<file path="src/rtl/uart_pkg.sv">
// Shared UART definitions: receiver FSM states, bit-timing helpers and the
// width of the dropped-byte counter.
package uart_pkg;

  localparam int DROP_COUNT_W = 8;

  typedef enum logic [2:0] {
    IDLE   = 3'd0,
    START  = 3'd1,
    DATA   = 3'd2,
    PARITY = 3'd3,
    STOP   = 3'd4
  } uart_state_e;

  // Clocks per serial bit.
  function automatic int symbol_edge_time(input int clock_freq, input int baud_rate);
    return clock_freq / baud_rate;
  endfunction

  // Clocks from the start-bit edge to the middle of the start bit.
  function automatic int sample_time(input int clock_freq, input int baud_rate);
    return symbol_edge_time(clock_freq, baud_rate) / 2;
  endfunction

endpackage

</file>
<file path="src/rtl/sync_2ff.sv">
// Two-flop synchroniser for an asynchronous level input. Resets to 1 so an
// idle-high line is not seen as a falling edge on reset release.
module sync_2ff (
  input  logic clk,
  input  logic rst_n,
  input  logic d_i,
  output logic q_o
);

  logic s1_q, s2_q;

  // Two-stage metastability filter.
  always_ff @(posedge clk or negedge rst_n) begin
    if (!rst_n) begin
      s1_q <= 1'b1;
      s2_q <= 1'b1;
    end else begin
      s1_q <= d_i;
      s2_q <= s1_q;
    end
  end

  assign q_o = s2_q;

endmodule

</file>
<file path="src/rtl/uart_rx_fifo_writer.sv">
// UART receiver feeding the rx_fifo write port. Bytes that arrive while the
// FIFO is full, or with a bad stop bit, are dropped and counted; the serial
// line cannot be paused so there is no stall path.
// Optional even-parity bit and parity_err output: define UART_RX_PARITY_EN.
module uart_rx_fifo_writer
  import uart_pkg::*;
#(
  parameter int CLOCK_FREQ = 125_000_000,
  parameter int BAUD_RATE  = 115_200,
  parameter int WIDTH      = 8
) (
  input  logic                    clk,
  input  logic                    rst_n,
  input  logic                    serial_in,
  input  logic                    fifo_full,
  output logic                    fifo_wr_en,
  output logic [WIDTH-1:0]        fifo_din,
  output logic                    busy,
  output logic                    frame_err,
  output logic                    overrun_err,
`ifdef UART_RX_PARITY_EN
  output logic                    parity_err,
`endif
  output logic [DROP_COUNT_W-1:0] drop_count
);

  localparam int SET = symbol_edge_time(CLOCK_FREQ, BAUD_RATE);
  localparam int SMP = sample_time(CLOCK_FREQ, BAUD_RATE);
  localparam int CW  = $clog2(SET) + 1;
  localparam int BW  = $clog2(WIDTH + 1);

  localparam logic [CW-1:0] SET_M1 = CW'(SET - 1);
  localparam logic [CW-1:0] SMP_M1 = CW'(SMP - 1);
  localparam logic [BW-1:0] LAST_BIT = BW'(WIDTH - 1);
  localparam logic [DROP_COUNT_W-1:0] DROP_MAX = '1;

  logic rx_s;
  logic rx_prev_q;
  logic fall;

  uart_state_e            state_q, state_d;
  logic [CW-1:0]          cnt_q, cnt_d;
  logic [BW-1:0]          bit_q, bit_d;
  logic [WIDTH-1:0]       shift_q, shift_d;
  logic                   wr_q, wr_d;
  logic [WIDTH-1:0]       dout_q, dout_d;
  logic                   fe_q, fe_d;
  logic                   ov_q, ov_d;
  logic [DROP_COUNT_W-1:0] drop_q, drop_d;
`ifdef UART_RX_PARITY_EN
  logic                   par_bad_q, par_bad_d;
  logic                   pe_q, pe_d;
`endif

  sync_2ff u_sync (
    .clk   (clk),
    .rst_n (rst_n),
    .d_i   (serial_in),
    .q_o   (rx_s)
  );

  // Edge detect needs the line to be seen high first, so a line stuck low
  // after a frame error never retriggers.
  assign fall = rx_prev_q & ~rx_s;

  // Next-state / datapath for the receive FSM.
  always_comb begin
    state_d = state_q;
    cnt_d   = cnt_q + 1'b1;
    bit_d   = bit_q;
    shift_d = shift_q;
    wr_d    = 1'b0;
    dout_d  = dout_q;
    fe_d    = 1'b0;
    ov_d    = 1'b0;
    drop_d  = drop_q;
`ifdef UART_RX_PARITY_EN
    par_bad_d = par_bad_q;
    pe_d      = 1'b0;
`endif
    case (state_q)
      IDLE: begin
        cnt_d = '0;
        if (fall) state_d = START;
      end
      START: begin
        if (cnt_q == SMP_M1) begin
          cnt_d = '0;
          if (rx_s) begin
            state_d = IDLE;              // glitch shorter than half a bit
          end else begin
            state_d = DATA;
            bit_d   = '0;
          end
        end
      end
      DATA: begin
        if (cnt_q == SET_M1) begin
          cnt_d   = '0;
          shift_d = {rx_s, shift_q[WIDTH-1:1]};   // LSB arrives first
          bit_d   = bit_q + 1'b1;
          if (bit_q == LAST_BIT) begin
`ifdef UART_RX_PARITY_EN
            state_d = PARITY;
`else
            state_d = STOP;
`endif
          end
        end
      end
`ifdef UART_RX_PARITY_EN
      PARITY: begin
        if (cnt_q == SET_M1) begin
          cnt_d     = '0;
          par_bad_d = rx_s ^ (^shift_q);  // even parity over data bits
          state_d   = STOP;
        end
      end
`endif
      STOP: begin
        // Leaving mid-stop-bit leaves half a bit of margin to catch the
        // next start edge in back-to-back traffic.
        if (cnt_q == SET_M1) begin
          cnt_d   = '0;
          state_d = IDLE;
          if (!rx_s) begin
            fe_d   = 1'b1;
            drop_d = (drop_q == DROP_MAX) ? drop_q : drop_q + 1'b1;
`ifdef UART_RX_PARITY_EN
          end else if (par_bad_q) begin
            pe_d   = 1'b1;
            drop_d = (drop_q == DROP_MAX) ? drop_q : drop_q + 1'b1;
`endif
          end else if (fifo_full) begin
            ov_d   = 1'b1;
            drop_d = (drop_q == DROP_MAX) ? drop_q : drop_q + 1'b1;
          end else begin
            wr_d   = 1'b1;
            dout_d = shift_q;
          end
        end
      end
      default: state_d = IDLE;
    endcase
  end

  // State and registered outputs; reset aborts any frame in flight.
  always_ff @(posedge clk or negedge rst_n) begin
    if (!rst_n) begin
      rx_prev_q <= 1'b1;
      state_q   <= IDLE;
      cnt_q     <= '0;
      bit_q     <= '0;
      shift_q   <= '0;
      wr_q      <= 1'b0;
      dout_q    <= '0;
      fe_q      <= 1'b0;
      ov_q      <= 1'b0;
      drop_q    <= '0;
`ifdef UART_RX_PARITY_EN
      par_bad_q <= 1'b0;
      pe_q      <= 1'b0;
`endif
    end else begin
      rx_prev_q <= rx_s;
      state_q   <= state_d;
      cnt_q     <= cnt_d;
      bit_q     <= bit_d;
      shift_q   <= shift_d;
      wr_q      <= wr_d;
      dout_q    <= dout_d;
      fe_q      <= fe_d;
      ov_q      <= ov_d;
      drop_q    <= drop_d;
`ifdef UART_RX_PARITY_EN
      par_bad_q <= par_bad_d;
      pe_q      <= pe_d;
`endif
    end
  end

  assign fifo_wr_en  = wr_q;
  assign fifo_din    = dout_q;
  assign busy        = (state_q != IDLE);
  assign frame_err   = fe_q;
  assign overrun_err = ov_q;
  assign drop_count  = drop_q;
`ifdef UART_RX_PARITY_EN
  assign parity_err  = pe_q;
`endif

endmodule
</file>
<file path="config.mk">
export PLATFORM = sky130hd
export DESIGN_NAME = uart_rx_fifo_writer
export DESIGN_NICKNAME = d
export VERILOG_FILES = /design/src/rtl/uart_pkg.sv /design/src/rtl/sync_2ff.sv /design/src/rtl/uart_rx_fifo_writer.sv
export SDC_FILE = /design/constraint.sdc
export NUM_CORES = 1
export LEC_CHECK = 0
export BUFFER_PORTS_ARGS = -buffer_cell sky130_fd_sc_hd__buf_4
export CORE_UTILIZATION = 30
export DETAILED_ROUTE_END_ITERATION = 10
export PLACE_DENSITY_LB_ADDON = 0.25
export SLEW_MARGIN = 10
export SYNTH_ARGS = -nofsm -noshare
export SYNTH_HDL_FRONTEND = slang
export SYNTH_HIERARCHICAL = 1
export SYNTH_SLANG_ARGS = --single-unit
</file>
<file path="constraint.sdc">
create_clock -name clk -period 2.6 [get_ports clk]
set_clock_uncertainty 0.1 [all_clocks]
set_input_delay 0.52 -clock clk [delete_from_list [all_inputs] [get_ports clk]]
set_output_delay 0.52 -clock clk [all_outputs]
set_load 0.01 [all_outputs]
</file>
# Word level (Yosys, flattened, before mapping)
# Index checks and enable logic that the tools add are counted.
dict set report word_totals {
  inputBits 4
  out_inout_bits 20
  ff_bits 49
}
dict set report classes {
  bitwise_logic 3
  n_eq_ne 14
  n_reduce_logical 9
  n_mux 28
  n_addsub 3
}
# cell count
set op_table {}
lappend op_table {{case mux 12 bit (3 select lines)} 1}
lappend op_table {{2-to-1 mux 12 bit} 2}
lappend op_table {{2-to-1 mux 8 bit} 3}
lappend op_table {{2-to-1 mux 3 bit} 5}
lappend op_table {{!= test 2 bit, second input constant} 7}
lappend op_table {{adder 12 x 1 -> 12 bit, second input constant} 1}
lappend op_table {{== test 12 x 10 -> 1 bit, second input constant} 1}
lappend op_table {{== test 12 x 11 -> 1 bit, second input constant} 1}
lappend op_table {{2-to-1 mux 4 bit} 3}
lappend op_table {{case mux 3 bit (4 select lines)} 1}
lappend op_table {{2-to-1 mux 1 bit} 11}
lappend op_table {{adder 8 x 1 -> 8 bit, second input constant} 1}
lappend op_table {{== test 8 bit, second input constant} 1}
lappend op_table {{case mux 4 bit (2 select lines)} 1}
lappend op_table {{AND reduction 4 bit} 2}
lappend op_table {{AND reduction 5 bit} 1}
lappend op_table {{adder 4 x 1 -> 4 bit, second input constant} 1}
lappend op_table {{== test 4 x 3 -> 1 bit, second input constant} 1}
lappend op_table {{== test 3 x 1 -> 1 bit, second input constant} 1}
lappend op_table {{== test 3 x 2 -> 1 bit, second input constant} 1}
lappend op_table {{== test 3 bit, second input constant} 1}
lappend op_table {{logical NOT 3 bit} 1}
lappend op_table {{AND reduction 3 bit} 1}
lappend op_table {{nonzero test 3 bit} 1}
lappend op_table {{6 further kinds} 7}

# Logic depth before layout (Yosys ltp)
dict set report depth {
  word_depth 4
  depth_mapped 7
  depth_no_buf 6
}

# Modules after synthesis
# Netlist, hierarchy kept.
# mod cells_per_inst area_per_inst_um2 n_inst seq_area_each_um2
set by_module_without_submodules {}
lappend by_module_without_submodules {uart_rx_fifo_writer 196 2282.2 1 1177.4}
lappend by_module_without_submodules {sync_2ff 2 52.6 1 52.6}

# Least setup slack after synthesis
# OpenSTA, ideal clock, no wires.
dict set report synth_path {
  path_kind {flip-flop to flip-flop}
  from {reg cnt_q[0]}
  to {reg dout_q[0], in the netlist fifo_din[0]}
  path_slack_ns 0.492
  required_ns 2.375
  path_buffers 1
  arrival_time_ns 1.883
  synth_period_minus_slack_ns 2.108
  stages_incl_launch_ff 8
  cell_sequence {dfrtp_1 inv_1 ha_1 and4_1 nand4b_2 or3_1 buf_6 mux2_4}
}
dict set report synth_between {
  elab_chain_len 2
}
# element line_no
set synth_lines {}
lappend synth_lines {{start: declaration} uart_rx_fifo_writer.sv:42} ;# logic [CW-1:0] cnt_q, cnt_d;
lappend synth_lines {{start signal: assignment} uart_rx_fifo_writer.sv:167} ;# cnt_q <= cnt_d;
lappend synth_lines {{== test 12 x 11 -> 1 bit} uart_rx_fifo_writer.sv:123} ;# if (cnt_q == SET_M1) begin
lappend synth_lines {{AND reduction 4 bit (no line)} -}
lappend synth_lines {{end signal: assignment} uart_rx_fifo_writer.sv:171} ;# dout_q <= dout_d;
lappend synth_lines {{end: declaration} uart_rx_fifo_writer.sv:46} ;# logic [WIDTH-1:0] dout_q, dout_d;
# No other way between the ends.
# A chain may end at the register's enable or synchronous reset.

# Worst setup path after layout
dict set report layout_path {
  from {reg cnt_q[1]}
  to {reg dout_q[3], in the netlist fifo_din[3]}
}
# Same word-level chain as after synthesis.

==> flow_metrics.tcl <==
set metrics [dict create \
    iter_0_drt_violations 73 \
    finalSetupViolCount 0 \
    clock_tree.htree_level_count 2 \
    drt_wl_total_mm 4.254 \
    instances_no_fill 322 \
    port_buffers 23 \
    timing.slew.headroom_pct 58.87 \
    core_sq_mm 0.007370 \
    grt_setup_unrepaired "no" \
    dpl.hpwl_mm 2.993 \
    asyncSetResetFlopFracSynth_pct 100.0 \
    cts_max_path_buffers 2 \
    post_drt_via_cell_ratio 4.727 \
    grt_first_pass_wirelength_mm 7.320 \
    place_congestion 0.7506 \
    floorplan.initialDensity_pct 31.68 \
    clk_pin_slew_ps 90 \
    clk-insertion-delay-late_ps 290 \
    grtUsageMet2_pct 18.70 \
    via_count_of_the_first_global_routing_pass 1532 \
    tritoncts "yes" \
    hold_viol_final 0 \
    drt.antenna.violating_nets 0 \
    timing.critical_path.cells "inv_1 > ha_1 > and4_1 > nand4b_2 > or3_1 > mux2_4" \
    synthFlopType "sky130_fd_sc_hd__dfrtp_1" \
    timing_max_transition_violations_final 0 \
    finalCritPeriodShare_pct 92.91 \
    design.final.nets 231 \
    register_area_share_after_synthesis_pct 52.68 \
    filler_cells_inserted 762 \
    grt_busiest_layer "met2" \
    cts.repair_timing.setup_buffer_count 0 \
    critPathRequiredTime_ps 2680 \
    track_usage_pct 11.20 \
    rows 31 \
    synth_enable_flop_cells 0 \
    synth_area_per_cell_sq_um 11.79 \
    cts_resized 0 \
    drive_above_1_share_pct 25.56 \
    residual_drc_count 0 \
    synthesis.yosys.warnings 6 \
    cts_made_buffers 5 \
    groute.layer.met1.usage_pct 14.24 \
    post_drt_wl_per_cell_microns 13.21 \
    place.detailed.instances 314 \
    max_freq_mhz 414.0 \
    post_route_minimum_period_ps 2416 \
    clock_sinks 49 \
    gr-total-overflow 0 \
    die_y_microns 90.22 \
    mappedNetlistArea_sq_mm 0.002335 \
    postSynthNetCount 207 \
    area_added_between_synthesis_and_finish_pct 15.27 \
    number_of_maximum_capacitance_violations 0 \
    reg2regPathDepth 6 \
    timing.critical_path.from_type "register" \
    floorplan.die_area_sq_mm 0.008140 \
    status "finished, final reports clean" \
    cp_slowest_cell "sky130_fd_sc_hd__or3_1" \
    antennaDiodeCount 0 \
    critical_path.max_fanout 8 \
    yosys_register_bits 49 \
    finalSetupTns_ps 0 \
    timing_worst_slew_pin_value_ps 617.0 \
    postSynthCellCount 198 \
    antenna_found_initial 0 \
    place_area_sq_mm 0.002605 \
    grt.met3_usage_pct 2.623 \
    ctsHoldBuffers 0 \
    power.total_w 0.001485 \
    num_vias 1522 \
    synth.distinct_cells 39 \
    cpPeakStageDelay_ps 640 \
    setup.worst_path.end_class "register" \
    fin_area_sq_mm 0.002691 \
    grt_max_degree 50 \
    boundaryPins 24 \
    fp.dieW_microns 90.22 \
    hold_class "in -> async" \
    worstPathArrival_ps 2500 \
    clock-root-buffer "sky130_fd_sc_hd__clkbuf_8" \
    vdd_ir_drop_max_uv 189.5 \
    powerDensity_mw_per_mm2 551.9 \
    timing.setup.critical_path_class "reg -> reg" \
    initial_drt_pass_iterations 4 \
    p_leak_nw 1.271 \
]
[where the power goes]
group / switching [W] / total, W / leakage, nW / internal, W
clock network: 0.000254 / 0.000440 / 0.0439 / 0.000186
registers: 0.0000521 / 0.000857 / 0.664 / 0.000805
logic: 0.000108 / 0.000188 / 0.563 / 0.0000801
total: 0.000414 / 0.00149 / 1.27 / 0.00107
[state kept, by name (all words and copies together) (netlist names)]
signal       count
cnt_q           12
drop_count       8
fifo_din         8
shift_q          8
bit_q            4
state_q          3
fifo_wr_en       1
frame_err        1
overrun_err      1
rx_prev_q        1
u_sync/q_o       1
u_sync/s1_q      1
[final cells by class]
class	count	area [sq um]	area share [%]
Clock buffer	5	68.82	2.557
Clock inverter	3	17.52	0.6509
Inverter	7	26.28	0.9763
Multi-Input combinational cell	133	1030	38.26
Sequential cell	49	1230	45.70
Tap cell	99	123.9	4.603
Timing Repair Buffer	26	195.2	7.252
[metal layers]
metal  up-vias  share of wire (%)
met2        19                 49
met3         2                2.3
met4         0                1.2
met5         -                  0
li1        760                  -
met1       741                 48
[critical path, delay by kind of cell, from the launching register on]
kind	cells	cell delay, ps
adders and majority gates	1	140
buffers and inverters	1	110
DFF	1	460
muxes	1	380
and+or+nand+nor	3	1110
[synth_stat cells, types with 2 or more instances]
cell type | number | area, sq um
sky130_fd_sc_hd__xnor2_1 | 5 | 43.79
sky130_fd_sc_hd__and2_1 | 2 | 12.51
sky130_fd_sc_hd__inv_1 | 7 | 26.28
sky130_fd_sc_hd__nand3_1 | 8 | 40.04
sky130_fd_sc_hd__nor3b_1 | 2 | 15.01
sky130_fd_sc_hd__clkbuf_1 | 7 | 26.28
sky130_fd_sc_hd__nand3b_1 | 4 | 30.03
sky130_fd_sc_hd__mux2_4 | 16 | 240.2
sky130_fd_sc_hd__a21oi_1 | 3 | 15.01
sky130_fd_sc_hd__dfstp_2 | 3 | 78.83
sky130_fd_sc_hd__and4_1 | 2 | 17.52
sky130_fd_sc_hd__nor3_1 | 18 | 90.09
sky130_fd_sc_hd__nor4_1 | 5 | 31.28
sky130_fd_sc_hd__dfrtp_1 | 46 | 1151
sky130_fd_sc_hd__xor2_1 | 12 | 105.1
sky130_fd_sc_hd__buf_6 | 2 | 22.52
sky130_fd_sc_hd__ha_1 | 5 | 62.56
sky130_fd_sc_hd__nand2_1 | 7 | 26.28
sky130_fd_sc_hd__nor2_1 | 10 | 37.54
sky130_fd_sc_hd__nand2b_1 | 2 | 12.51
sky130_fd_sc_hd__nand4_1 | 12 | 75.07
sky130_fd_sc_hd__or3_1 | 3 | 18.77
[final timing paths]
kind / from / end / slack (ps)
setup / recovery: cnt_q[1]$_DFF_PN0_ / fifo_din[3]$_DFFE_PN0P_ / 180
hold / removal: rst_n / cnt_q[6]$_DFF_PN0_ / 130
setup reg to reg: cnt_q[1]$_DFF_PN0_ / fifo_din[3]$_DFFE_PN0P_ / 180
hold reg to reg: u_sync/s1_q$_DFF_PN1_ / u_sync/q_o$_DFF_PN1_ / 260
max in group asynchronous: rst_n / cnt_q[10]$_DFF_PN0_ / 1850
min in group clk: serial_in / u_sync/s1_q$_DFF_PN1_ / 230
[metrics by stage]
stage | hold slack, ps | setup slack, ps | utilization, %
after floorplan | 124.4 | 491.8 | -
after global placement | 248.0 | 252.3 | 35.35
after detailed placement | 248.7 | 209.9 | 35.35
after CTS | 168.8 | 191.4 | 36.52
after global routing | 194.7 | 57.37 | 36.52
final | 132.8 | 184.3 | 36.52
[placed cells by master (no fill, tap or decap), types with 7 or more instances in the layout]
cell / netlist / final
sky130_fd_sc_hd__dfrtp_1: 46 / 46
sky130_fd_sc_hd__nor2_1: 10 / 10
sky130_fd_sc_hd__nor3_1: 18 / 18
sky130_fd_sc_hd__buf_4: 0 / 26
sky130_fd_sc_hd__nand2_1: 7 / 7
sky130_fd_sc_hd__inv_1: 7 / 7
sky130_fd_sc_hd__xor2_1: 12 / 12
sky130_fd_sc_hd__nand3_1: 8 / 8
sky130_fd_sc_hd__nand4_1: 12 / 12
sky130_fd_sc_hd__mux2_4: 16 / 16
[cell families (layout without fill, tap and decap cells)]
family          Yosys count  in the layout  synth area share (%)
compound gates           12             12                 3.591
xor+xnor                 17             17                 6.377
fa+ha+maj                 5              5                 2.680
buf+inv                  16             41                 3.216
flops                    49             49                 52.68
mux                      18             18                 11.20
simple gates             81             81                 20.26
(Power assumes the default switching activity.)
